===== config.mk =====
export PLATFORM = sky130hd
export DESIGN_NAME = seq_pattern_tx
export DESIGN_NICKNAME = d
export VERILOG_FILES = /design/src/rtl/seq_pattern_tx.sv
export SDC_FILE = /design/constraint.sdc
export NUM_CORES = 1
export LEC_CHECK = 0
export ABC_AREA = 1
export CAP_MARGIN = 10
export CORE_ASPECT_RATIO = 1.25
export CORE_MARGIN = 8
export CORE_UTILIZATION = 39
export CTS_CLUSTER_DIAMETER = 80
export CTS_CLUSTER_SIZE = 25
export DETAILED_ROUTE_END_ITERATION = 8
export HOLD_SLACK_MARGIN = 0.1
export PLACE_DENSITY = 0.56
export SLEW_MARGIN = 5
export SYNTH_ARGS = -nofsm -noshare
export SYNTH_HDL_FRONTEND = slang
export SYNTH_SLANG_ARGS = --single-unit

===== constraint.sdc =====
create_clock -name CLK -period 2.9 [get_ports CLK]
set_input_delay 0.58 -clock CLK [delete_from_list [all_inputs] [get_ports CLK]]
set_output_delay 0.58 -clock CLK [all_outputs]
set_load 0.02 [all_outputs]

===== src/rtl/seq_pattern_tx.sv =====
// seq_pattern_tx: serial pattern transmitter feeding the sequence-detector link.
// Loads a PAT_W-bit pattern on start, shifts it out MSB-first one bit per clock,
// repeats it reps times (0 means 1) with GAP_CYC idle cycles between copies,
// then pulses done for one cycle. abort returns to IDLE from any state.
// Optional feature macro: SEQ_TX_PARITY_EN appends an even-parity bit to each copy.
module seq_pattern_tx #(
    parameter int unsigned PAT_W    = 3,
    parameter int unsigned GAP_CYC  = 2,
    parameter logic        IDLE_LVL = 1'b0
) (
    input  logic             CLK,
    input  logic             RST_N,
    input  logic             start,
    input  logic [PAT_W-1:0] pattern,
    input  logic [3:0]       reps,
    input  logic             abort,
    output logic             tx_bit,
    output logic             tx_valid,
    output logic             busy,
    output logic             done
);

    localparam int unsigned CNT_W = (PAT_W > 1) ? $clog2(PAT_W) : 1;
    localparam int unsigned REP_W = 4;
    localparam int unsigned GAP_W = 4;

    localparam logic [1:0] ST_IDLE  = 2'd0;
    localparam logic [1:0] ST_SHIFT = 2'd1;
    localparam logic [1:0] ST_GAP   = 2'd2;
    localparam logic [1:0] ST_DONE  = 2'd3;

    logic [1:0]       state_q,    state_d;
    logic [PAT_W-1:0] shreg_q,    shreg_d;
    logic [PAT_W-1:0] pat_q,      pat_d;
    logic [CNT_W-1:0] bit_cnt_q,  bit_cnt_d;
    logic [REP_W-1:0] rep_q,      rep_d;
    logic [GAP_W-1:0] gap_q,      gap_d;
    logic             tx_bit_q,   tx_bit_d;
    logic             tx_valid_q, tx_valid_d;
    logic             busy_q,     busy_d;
    logic             done_q,     done_d;
    logic             copy_end;
`ifdef SEQ_TX_PARITY_EN
    logic             parity_q,   parity_d;
    logic             par_sent_q, par_sent_d;
`endif

    // Next-state and next-output logic; tx_bit_d is the bit visible in the next cycle.
    always_comb begin
        state_d    = state_q;
        shreg_d    = shreg_q;
        pat_d      = pat_q;
        bit_cnt_d  = bit_cnt_q;
        rep_d      = rep_q;
        gap_d      = gap_q;
        tx_bit_d   = IDLE_LVL;
        tx_valid_d = 1'b0;
        busy_d     = 1'b0;
        done_d     = 1'b0;
        copy_end   = 1'b0;
`ifdef SEQ_TX_PARITY_EN
        parity_d   = parity_q;
        par_sent_d = par_sent_q;
`endif

        if (abort) begin
            state_d = ST_IDLE;
        end else begin
            case (state_q)
                ST_IDLE: begin
                    if (start) begin
                        pat_d      = pattern;
                        shreg_d    = {pattern[PAT_W-2:0], 1'b0};
                        rep_d      = (reps == 4'd0) ? 4'd1 : reps;
                        bit_cnt_d  = CNT_W'(PAT_W - 1);
                        tx_bit_d   = pattern[PAT_W-1];
                        tx_valid_d = 1'b1;
                        busy_d     = 1'b1;
                        state_d    = ST_SHIFT;
`ifdef SEQ_TX_PARITY_EN
                        parity_d   = ^pattern;
                        par_sent_d = 1'b0;
`endif
                    end
                end

                ST_SHIFT: begin
                    busy_d = 1'b1;
                    if (bit_cnt_q != '0) begin
                        // Next pattern bit comes from the top of the shift register.
                        tx_bit_d   = shreg_q[PAT_W-1];
                        tx_valid_d = 1'b1;
                        shreg_d    = {shreg_q[PAT_W-2:0], 1'b0};
                        bit_cnt_d  = bit_cnt_q - CNT_W'(1);
                    end else begin
`ifdef SEQ_TX_PARITY_EN
                        // LSB is on the line: send parity once, then close the copy.
                        if (!par_sent_q) begin
                            tx_bit_d   = parity_q;
                            tx_valid_d = 1'b1;
                            par_sent_d = 1'b1;
                        end else begin
                            copy_end = 1'b1;
                        end
`else
                        copy_end = 1'b1;
`endif
                    end

                    if (copy_end) begin
                        rep_d = rep_q - 4'd1;
                        if (rep_q == 4'd1) begin
                            state_d = ST_DONE;
                            done_d  = 1'b1;
                        end else if (GAP_CYC != 0) begin
                            state_d = ST_GAP;
                            gap_d   = GAP_W'(GAP_CYC - 1);
                        end else begin
                            // Back-to-back copy: reload without a bubble.
                            tx_bit_d   = pat_q[PAT_W-1];
                            tx_valid_d = 1'b1;
                            shreg_d    = {pat_q[PAT_W-2:0], 1'b0};
                            bit_cnt_d  = CNT_W'(PAT_W - 1);
`ifdef SEQ_TX_PARITY_EN
                            par_sent_d = 1'b0;
`endif
                        end
                    end
                end

                ST_GAP: begin
                    busy_d = 1'b1;
                    if (gap_q == 4'd0) begin
                        tx_bit_d   = pat_q[PAT_W-1];
                        tx_valid_d = 1'b1;
                        shreg_d    = {pat_q[PAT_W-2:0], 1'b0};
                        bit_cnt_d  = CNT_W'(PAT_W - 1);
                        state_d    = ST_SHIFT;
`ifdef SEQ_TX_PARITY_EN
                        par_sent_d = 1'b0;
`endif
                    end else begin
                        gap_d = gap_q - 4'd1;
                    end
                end

                ST_DONE: begin
                    state_d = ST_IDLE;
                end

                default: begin
                    state_d = ST_IDLE;
                end
            endcase
        end
    end

    // State, datapath and output registers.
    always_ff @(posedge CLK or negedge RST_N) begin
        if (!RST_N) begin
            state_q    <= ST_IDLE;
            shreg_q    <= '0;
            pat_q      <= '0;
            bit_cnt_q  <= '0;
            rep_q      <= '0;
            gap_q      <= '0;
            tx_bit_q   <= IDLE_LVL;
            tx_valid_q <= 1'b0;
            busy_q     <= 1'b0;
            done_q     <= 1'b0;
        end else begin
            state_q    <= state_d;
            shreg_q    <= shreg_d;
            pat_q      <= pat_d;
            bit_cnt_q  <= bit_cnt_d;
            rep_q      <= rep_d;
            gap_q      <= gap_d;
            tx_bit_q   <= tx_bit_d;
            tx_valid_q <= tx_valid_d;
            busy_q     <= busy_d;
            done_q     <= done_d;
        end
    end

`ifdef SEQ_TX_PARITY_EN
    // Parity of the captured pattern and whether it has gone out for this copy.
    always_ff @(posedge CLK or negedge RST_N) begin
        if (!RST_N) begin
            parity_q   <= 1'b0;
            par_sent_q <= 1'b0;
        end else begin
            parity_q   <= parity_d;
            par_sent_q <= par_sent_d;
        end
    end
`endif

    assign tx_bit   = tx_bit_q;
    assign tx_valid = tx_valid_q;
    assign busy     = busy_q;
    assign done     = done_q;

endmodule


==> impl_metrics.env, run 1 <==
export IMPL_clock_tree_root_cell="sky130_fd_sc_hd__clkbuf_8"
export IMPL_ys_warn_count=0
export IMPL_postSynthAreaPerCell_um2=8.050
export IMPL_cp_arrival_ns=1.96
export IMPL_worstSetupStartpoint="state_q[1]$_DFFE_PN0P_"
export IMPL_pre_cts_ws_ns=1.078
export IMPL_fmax_mhz=554.9
export IMPL_tritoncts_clock_tree="done"
export IMPL_hold_violation_total_from_the_final_report=0
export IMPL_power_per_cell_area_nw_per_um2=993.6
export IMPL_hpwlAfterDp_mm=2.132
export IMPL_cts_sinks=21
export IMPL_overflow=0
export IMPL_final_max_slew_violation_count=0
export IMPL_drt_total_wl_mm=2.756
export IMPL_number_of_port_buffers=14
export IMPL_die_h_um=81.45
export IMPL_floorplan_die_area_um2=5567
export IMPL_maximum_number_of_pins_on_one_net_before_global_route_repair=22
export IMPL_post_synth_num_cell_types=21
export IMPL_final_standard_cell_area_without_fillers_um2=1545
export IMPL_worstSetupPathType="flop to flop"
export IMPL_clock_tree_buffer_depth=2
export IMPL_skew_ns=0.001964
export IMPL_placement_cell_area_um2=1499
export IMPL_clk_pin_slew_ns=0.08
export IMPL_synth_sequential_area_ratio_pct=39.33
export IMPL_top_layer_reached_by_signal_wires="met4"
export IMPL_fp_dieW_um=68.36
export IMPL_via_count_of_the_first_global_routing_pass=1077
export IMPL_met3RoutedLength_um=80
export IMPL_start_kind="flop"
export IMPL_ys_top_cells_by_count="sky130_fd_sc_hd__nand2_1, sky130_fd_sc_hd__dfrtp_1, sky130_fd_sc_hd__inv_1, sky130_fd_sc_hd__o21ai_0, sky130_fd_sc_hd__nor2_1"
export IMPL_synth_async_reset_ratio_pct=100.0
export IMPL_timing_final_setup_violations=0
export IMPL_ys_seq_elements=21
export IMPL_max_slew_headroom_pct=51.36
export IMPL_design_power_total_uw=1535
export IMPL_pin_count=15
export IMPL_max_vdd_ir_drop_mv=0.5006
export IMPL_hold_path_startpoint="bit_cnt_q[1]$_DFFE_PN0P_"
export IMPL_number_of_antenna_violations_at_the_first_check_in_global_routing=0
export IMPL_tightest_slew_ns=0.7295
export IMPL_post_cts_resized=0
export IMPL_post_route_drc_count=0
export IMPL_layout_setup_ws_ns=1.098
export IMPL_synth_cell_area_um2=1336
export IMPL_post_cts_setup_buffer_count=0
export IMPL_synth_top_area_cell="sky130_fd_sc_hd__dfrtp_1"
export IMPL_layout_min_cycle_time_ns=1.802
export IMPL_route_met2_wl_mm=1.374
export IMPL_syn_inst=166
export IMPL_cts_max_level=1
export IMPL_synth_edff_count=0
export IMPL_timing_rr_start="state_q[1]$_DFFE_PN0P_"
export IMPL_drt_pre_antenna_iters=4
export IMPL_run_status="complete, no violations"
export IMPL_post_drt_wl_per_cell_um=12.47
export IMPL_final_core_utilization_pct=45.54
export IMPL_cp_max_fo=17
export IMPL_rsz0062_at_grt="false"
export IMPL_postSynth_topFlopCell="sky130_fd_sc_hd__dfrtp_1"
export IMPL_num_vias=1077
export IMPL_numCtsBuffers=3
export IMPL_critical_path_required_ns=3.06
export IMPL_drive_above_1_share_pct=14.84
export IMPL_gpl_final_weighted_congestion=0.8717
export IMPL_final_nets=203
export IMPL_clk_latency_ns=0.26
export IMPL_area_overhead_vs_synth_pct=15.64
export IMPL_quantity_of_hold_fixing_buffers_added_after_cts=0
export IMPL_total_number_of_placement_rows=24
export IMPL_floorplan_initialDensity_pct=39.38
export IMPL_leakage_power_summed_over_all_cells_uw=0.0007641
export IMPL_drv_max_cap_violation_count=0
export IMPL_grt_use_total_pct=10.76
export IMPL_insertedDiodeCount=0
export IMPL_detailedRoute_firstIterationViolations=33
export IMPL_hold_class="flop to flop"
export IMPL_yosys_cell_count_top_type="sky130_fd_sc_hd__nand2_1"
export IMPL_timing_final_crit_share_pct=62.14
export IMPL_critical_path_endpoint_type="flop"
export IMPL_length_of_routed_wiring_on_met1_mm=1.269
export IMPL_antenna_violating_nets_post_route=0
export IMPL_avgViaCountPerCell=4.873
export IMPL_fin_setup_tns_ns=0
export IMPL_postSynthNetCount=186
export IMPL_core_area_um2=3393
export IMPL_synth_top_cell_area_share_pct=39.33
export IMPL_grt_pass1_wl_mm=4.678
export IMPL_post_synth_main_area_contributors="sky130_fd_sc_hd__dfrtp_1, sky130_fd_sc_hd__nand2_1, sky130_fd_sc_hd__ha_1, sky130_fd_sc_hd__nand2_4, sky130_fd_sc_hd__o21ai_0"
-- critical path: stages (launching register included) --
cell,delay (ns)
sky130_fd_sc_hd__dfrtp_1,0.42
sky130_fd_sc_hd__inv_1,0.10
sky130_fd_sc_hd__ha_1,0.63
sky130_fd_sc_hd__o21ai_2,0.17
sky130_fd_sc_hd__nor2_4,0.20
sky130_fd_sc_hd__nand2_1,0.07
sky130_fd_sc_hd__nand2_1,0.06
sky130_fd_sc_hd__nand2_1,0.04
-- routing by layer --
metal / track usage [%] / up-vias
met5: 0 / -
met4: 4.107 / 0
met3: 2.046 / 4
met2: 18.16 / 17
met1: 13.13 / 494
li1: - / 562
-- report_power, final --
group | total (uW) | internal [uW] | switching (uW) | leakage [uW]
Sequential | 498 | 417 | 80.8 | 0.000269
Combinational | 845 | 314 | 531 | 0.000469
Clock | 193 | 95.7 | 97.3 | 0.0000255
Total | 1540 | 827 | 709 | 0.000764
-- final cells by class --
class,count,area [um^2]
clock buffer,3,41.29
clock inverter,1,5.005
fill,358,1848
inverter,21,81.33
multi-input combinational,121,695.7
sequential,21,525.5
tap,39,48.80
timing repair buffer,15,147.6
-- registers in the layout, indices dropped and copies added, names as in the netlist, 2 cells and up --
signal and flops:
shreg_q 2, gap_q 4, bit_cnt_q 2, rep_q 4, pat_q 3, state_q 2
-- per-stage QoR --
stage | hold slack, ns | std cells
6_report | 0.4790 | 221
5_1_grt | 0.5270 | 221
4_1_cts | 0.4841 | 221
3_5_place_dp | 0.4648 | 217
3_3_place_gp | 0.4549 | 217
2_1_floorplan | 0.2844 | 166
-- cells by family after synthesis --
logic type / Yosys count / synth area share (%)
simple gates: 87 / 32.68
buf+inv: 24 / 8.614
compound gates: 23 / 9.645
flops: 21 / 39.33
fa+ha+maj: 9 / 8.427
xor+xnor: 2 / 1.311
-- placed cells by master (no fill, tap or decap) --
| cell | instances |
|---|---|
| sky130_fd_sc_hd__inv_4 | 1 |
| sky130_fd_sc_hd__o21ai_1 | 5 |
| sky130_fd_sc_hd__nor2_1 | 11 |
| sky130_fd_sc_hd__inv_1 | 15 |
| sky130_fd_sc_hd__clkbuf_8 | 3 |
| sky130_fd_sc_hd__inv_2 | 5 |
| sky130_fd_sc_hd__nor2_2 | 1 |
| sky130_fd_sc_hd__nand3_1 | 9 |
| sky130_fd_sc_hd__xnor2_1 | 2 |
| sky130_fd_sc_hd__dfrtp_1 | 21 |
| sky130_fd_sc_hd__clkdlybuf4s50_1 | 14 |
| sky130_fd_sc_hd__nand3_4 | 1 |
| sky130_fd_sc_hd__o21bai_1 | 1 |
| sky130_fd_sc_hd__ha_1 | 9 |
| sky130_fd_sc_hd__nand2_2 | 3 |
| sky130_fd_sc_hd__nor2_4 | 3 |
| sky130_fd_sc_hd__clkinv_2 | 1 |
| sky130_fd_sc_hd__buf_4 | 1 |
| sky130_fd_sc_hd__nand2_4 | 6 |
| sky130_fd_sc_hd__a31oi_1 | 3 |
| sky130_fd_sc_hd__nand2_1 | 50 |
| sky130_fd_sc_hd__o21ai_2 | 2 |
| sky130_fd_sc_hd__o21ai_0 | 12 |
| sky130_fd_sc_hd__nand4_1 | 3 |
-- worst paths after layout --
path	to	slack [ns]	depth (start not counted)
setup reg to reg	rep_q[3]$_DFFE_PN0P_	1.10	7
hold / removal	bit_cnt_q[1]$_DFFE_PN0P_	0.48	2
setup / recovery	rep_q[3]$_DFFE_PN0P_	1.10	7
max in group asynchronous	tx_valid$_DFF_PN0_	2.01	2
hold reg to reg	bit_cnt_q[1]$_DFFE_PN0P_	0.48	2
min in group asynchronous	rep_q[1]$_DFFE_PN0P_	0.67	2
Note: power is estimated with default switching activity, not from simulation.
==> run 2, diff against run 1 <==
Settings changed: PLACE_DENSITY 0.56 to 0.58.
Clock period 2.9 ns to 1.55 ns, I/O delays scaled along.
==> impl_metrics.env, run 2 (synthesized netlist as in run 1, its figures left out) <==
export IMPL_clock_tree_buffer_depth=2
export IMPL_tightest_slew_ns=0.2708
export IMPL_die_h_um=81.45
export IMPL_hold_class="primary input to async pin"
export IMPL_timing_final_setup_violations=0
export IMPL_final_max_slew_violation_count=0
export IMPL_cts_sinks=21
export IMPL_multi_input_area_um2=698.2
export IMPL_placement_cell_area_um2=1529
export IMPL_clk_pin_slew_ns=0.07
export IMPL_pin_count=15
export IMPL_layout_setup_ws_ns=0.05647
export IMPL_max_slew_headroom_pct=81.75
export IMPL_detailedRoute_firstIterationViolations=58
export IMPL_layout_min_cycle_time_ns=1.494
export IMPL_skew_ns=0.002978
export IMPL_drive_above_1_share_pct=17.11
export IMPL_timing_critical_path_cells="clkdlybuf4s50_1"
export IMPL_drt_pre_antenna_iters=6
export IMPL_cp_max_fo=1
export IMPL_hold_violation_total_from_the_final_report=0
export IMPL_gpl_final_weighted_congestion=0.8272
export IMPL_timing_final_crit_share_pct=96.36
export IMPL_fin_setup_tns_ns=0
export IMPL_core_area_um2=3393
export IMPL_critical_path_required_ns=1.24
export IMPL_total_number_of_placement_rows=24
export IMPL_overflow=0
export IMPL_cp_arrival_ns=1.18
export IMPL_clock_tree_root_cell="sky130_fd_sc_hd__clkbuf_8"
export IMPL_final_nets=208
export IMPL_layout_common_cells="sky130_fd_sc_hd__nand2_1, sky130_fd_sc_hd__dfrtp_1, sky130_fd_sc_hd__inv_1"
export IMPL_insertedDiodeCount=0
export IMPL_floorplan_die_area_um2=5567
export IMPL_number_of_antenna_violations_at_the_first_check_in_global_routing=0
export IMPL_hpwlAfterDp_mm=2.137
export IMPL_via_count_of_the_first_global_routing_pass=1078
export IMPL_drv_max_cap_violation_count=0
export IMPL_critical_path_endpoint_type="primary output"
export IMPL_run_status="complete, no violations"
export IMPL_area_overhead_vs_synth_pct=18.54
export IMPL_fmax_mhz=669.6
export IMPL_drt_total_wl_mm=2.674
export IMPL_floorplan_initialDensity_pct=39.38
export IMPL_power_per_cell_area_nw_per_um2=1845
export IMPL_critPathTopFamily="buffers and inverters"
export IMPL_antenna_violating_nets_post_route=0
export IMPL_num_vias=1075
export IMPL_max_vdd_ir_drop_mv=0.8840
export IMPL_critPathBufInv=1
export IMPL_avgViaCountPerCell=4.757
export IMPL_final_standard_cell_area_without_fillers_um2=1584
export IMPL_critPathSlowestCell="sky130_fd_sc_hd__clkdlybuf4s50_1"
export IMPL_number_of_port_buffers=14
export IMPL_grt_use_total_pct=11.03
export IMPL_worstSetupPathType="flop to primary output"
export IMPL_pre_cts_ws_ns=0.05347
export IMPL_maximum_number_of_pins_on_one_net_before_global_route_repair=22
export IMPL_seq_area_um2=525.5
export IMPL_critical_path_max_stage_delay_ns=0.59
export IMPL_cts_max_level=1
export IMPL_fp_dieW_um=68.36
export IMPL_start_kind="flop"
export IMPL_rsz0062_at_grt="false"
export IMPL_numCtsBuffers=3
export IMPL_post_drt_wl_per_cell_um=11.83
export IMPL_grt_pass1_wl_mm=4.767
export IMPL_clk_latency_ns=0.26
export IMPL_post_route_drc_count=0
export IMPL_layout_commonest_cell="sky130_fd_sc_hd__nand2_1"
export IMPL_tritoncts_clock_tree="done"
export IMPL_reg_largest_list="gap_q: 4 flops, rep_q: 4 flops, pat_q: 3 flops"
export IMPL_nFillCells=339
export IMPL_leakage_power_summed_over_all_cells_uw=0.0007853
==> run 2: path summary, 6_finish.rpt <==
kind	startpoint	end	slack, ns	cells after the start
worst min-delay path	RST_N	rep_q[1]$_DFFE_PN0P_	0.40	2
max in group asynchronous	RST_N	shreg_q[2]$_DFFE_PN0P_	0.94	2
worst max-delay path	tx_bit$_DFF_PN0_	tx_bit	0.06	1
worst max register to register	state_q[1]$_DFFE_PN0P_	rep_q[3]$_DFFE_PN0P_	0.11	9
min in group CLK	bit_cnt_q[1]$_DFFE_PN0P_	bit_cnt_q[1]$_DFFE_PN0P_	0.48	2
worst min register to register	bit_cnt_q[1]$_DFFE_PN0P_	bit_cnt_q[1]$_DFFE_PN0P_	0.48	2
==> run 2: repair_timing <==
| item | in CTS | in global routing |
|---|---|---|
| hold endpoints to repair | 0 | 0 |
| hold buffers | 0 | 0 |
| resized for setup | 0 | 1 |
| buffers inserted | 0 | 1 |
| endpoints found under the setup margin | 0 | 2 |
==> run 2: layout make-up <==
class / count / area share (%)
clock buffer: 4 / 2.844
inverter: 21 / 5.134
multi-input combinational: 121 / 44.08
sequential: 21 / 33.18
tap: 39 / 3.081
timing repair buffer: 20 / 11.69
==> run 2: metrics by stage <==
| stage | hold slack, ns | total power, uW | std cells | util (%) |
|---|---|---|---|---|
| 2_1_floorplan | 0.01441 | 2216 | 166 | - |
| 3_3_place_gp | 0.4558 | 2532 | 221 | 45.06 |
| 3_5_place_dp | 0.4631 | 2572 | 221 | 45.06 |
| 4_1_cts | 0.4032 | 2936 | 225 | 46.39 |
| 5_1_grt | 0.4177 | 3219 | 226 | 46.68 |
| 6_report | 0.3952 | 2922 | 226 | 46.68 |
==> run 2: metal layers <==
layer	vias up	track usage (%)	wire (um)
met5	-	0	0
met4	0	4.312	34
met3	4	2.729	102
met2	17	17.59	1329
met1	485	13.92	1208
li1	569	-	-
==> run 2: power breakdown <==
group | switching, uW | internal, uW | leakage [uW]
logic | 1000 | 637 | 0.000493
registers | 146 | 781 | 0.000269
clock network | 170 | 183 | 0.0000228
total | 1320 | 1600 | 0.000785
==> run 3, diff against run 2 <==
Settings changed: CTS_CLUSTER_DIAMETER 80 to 200.
==> results of run 3 <==
No change in the layout: final DEF, timing and power equal those of run 2.
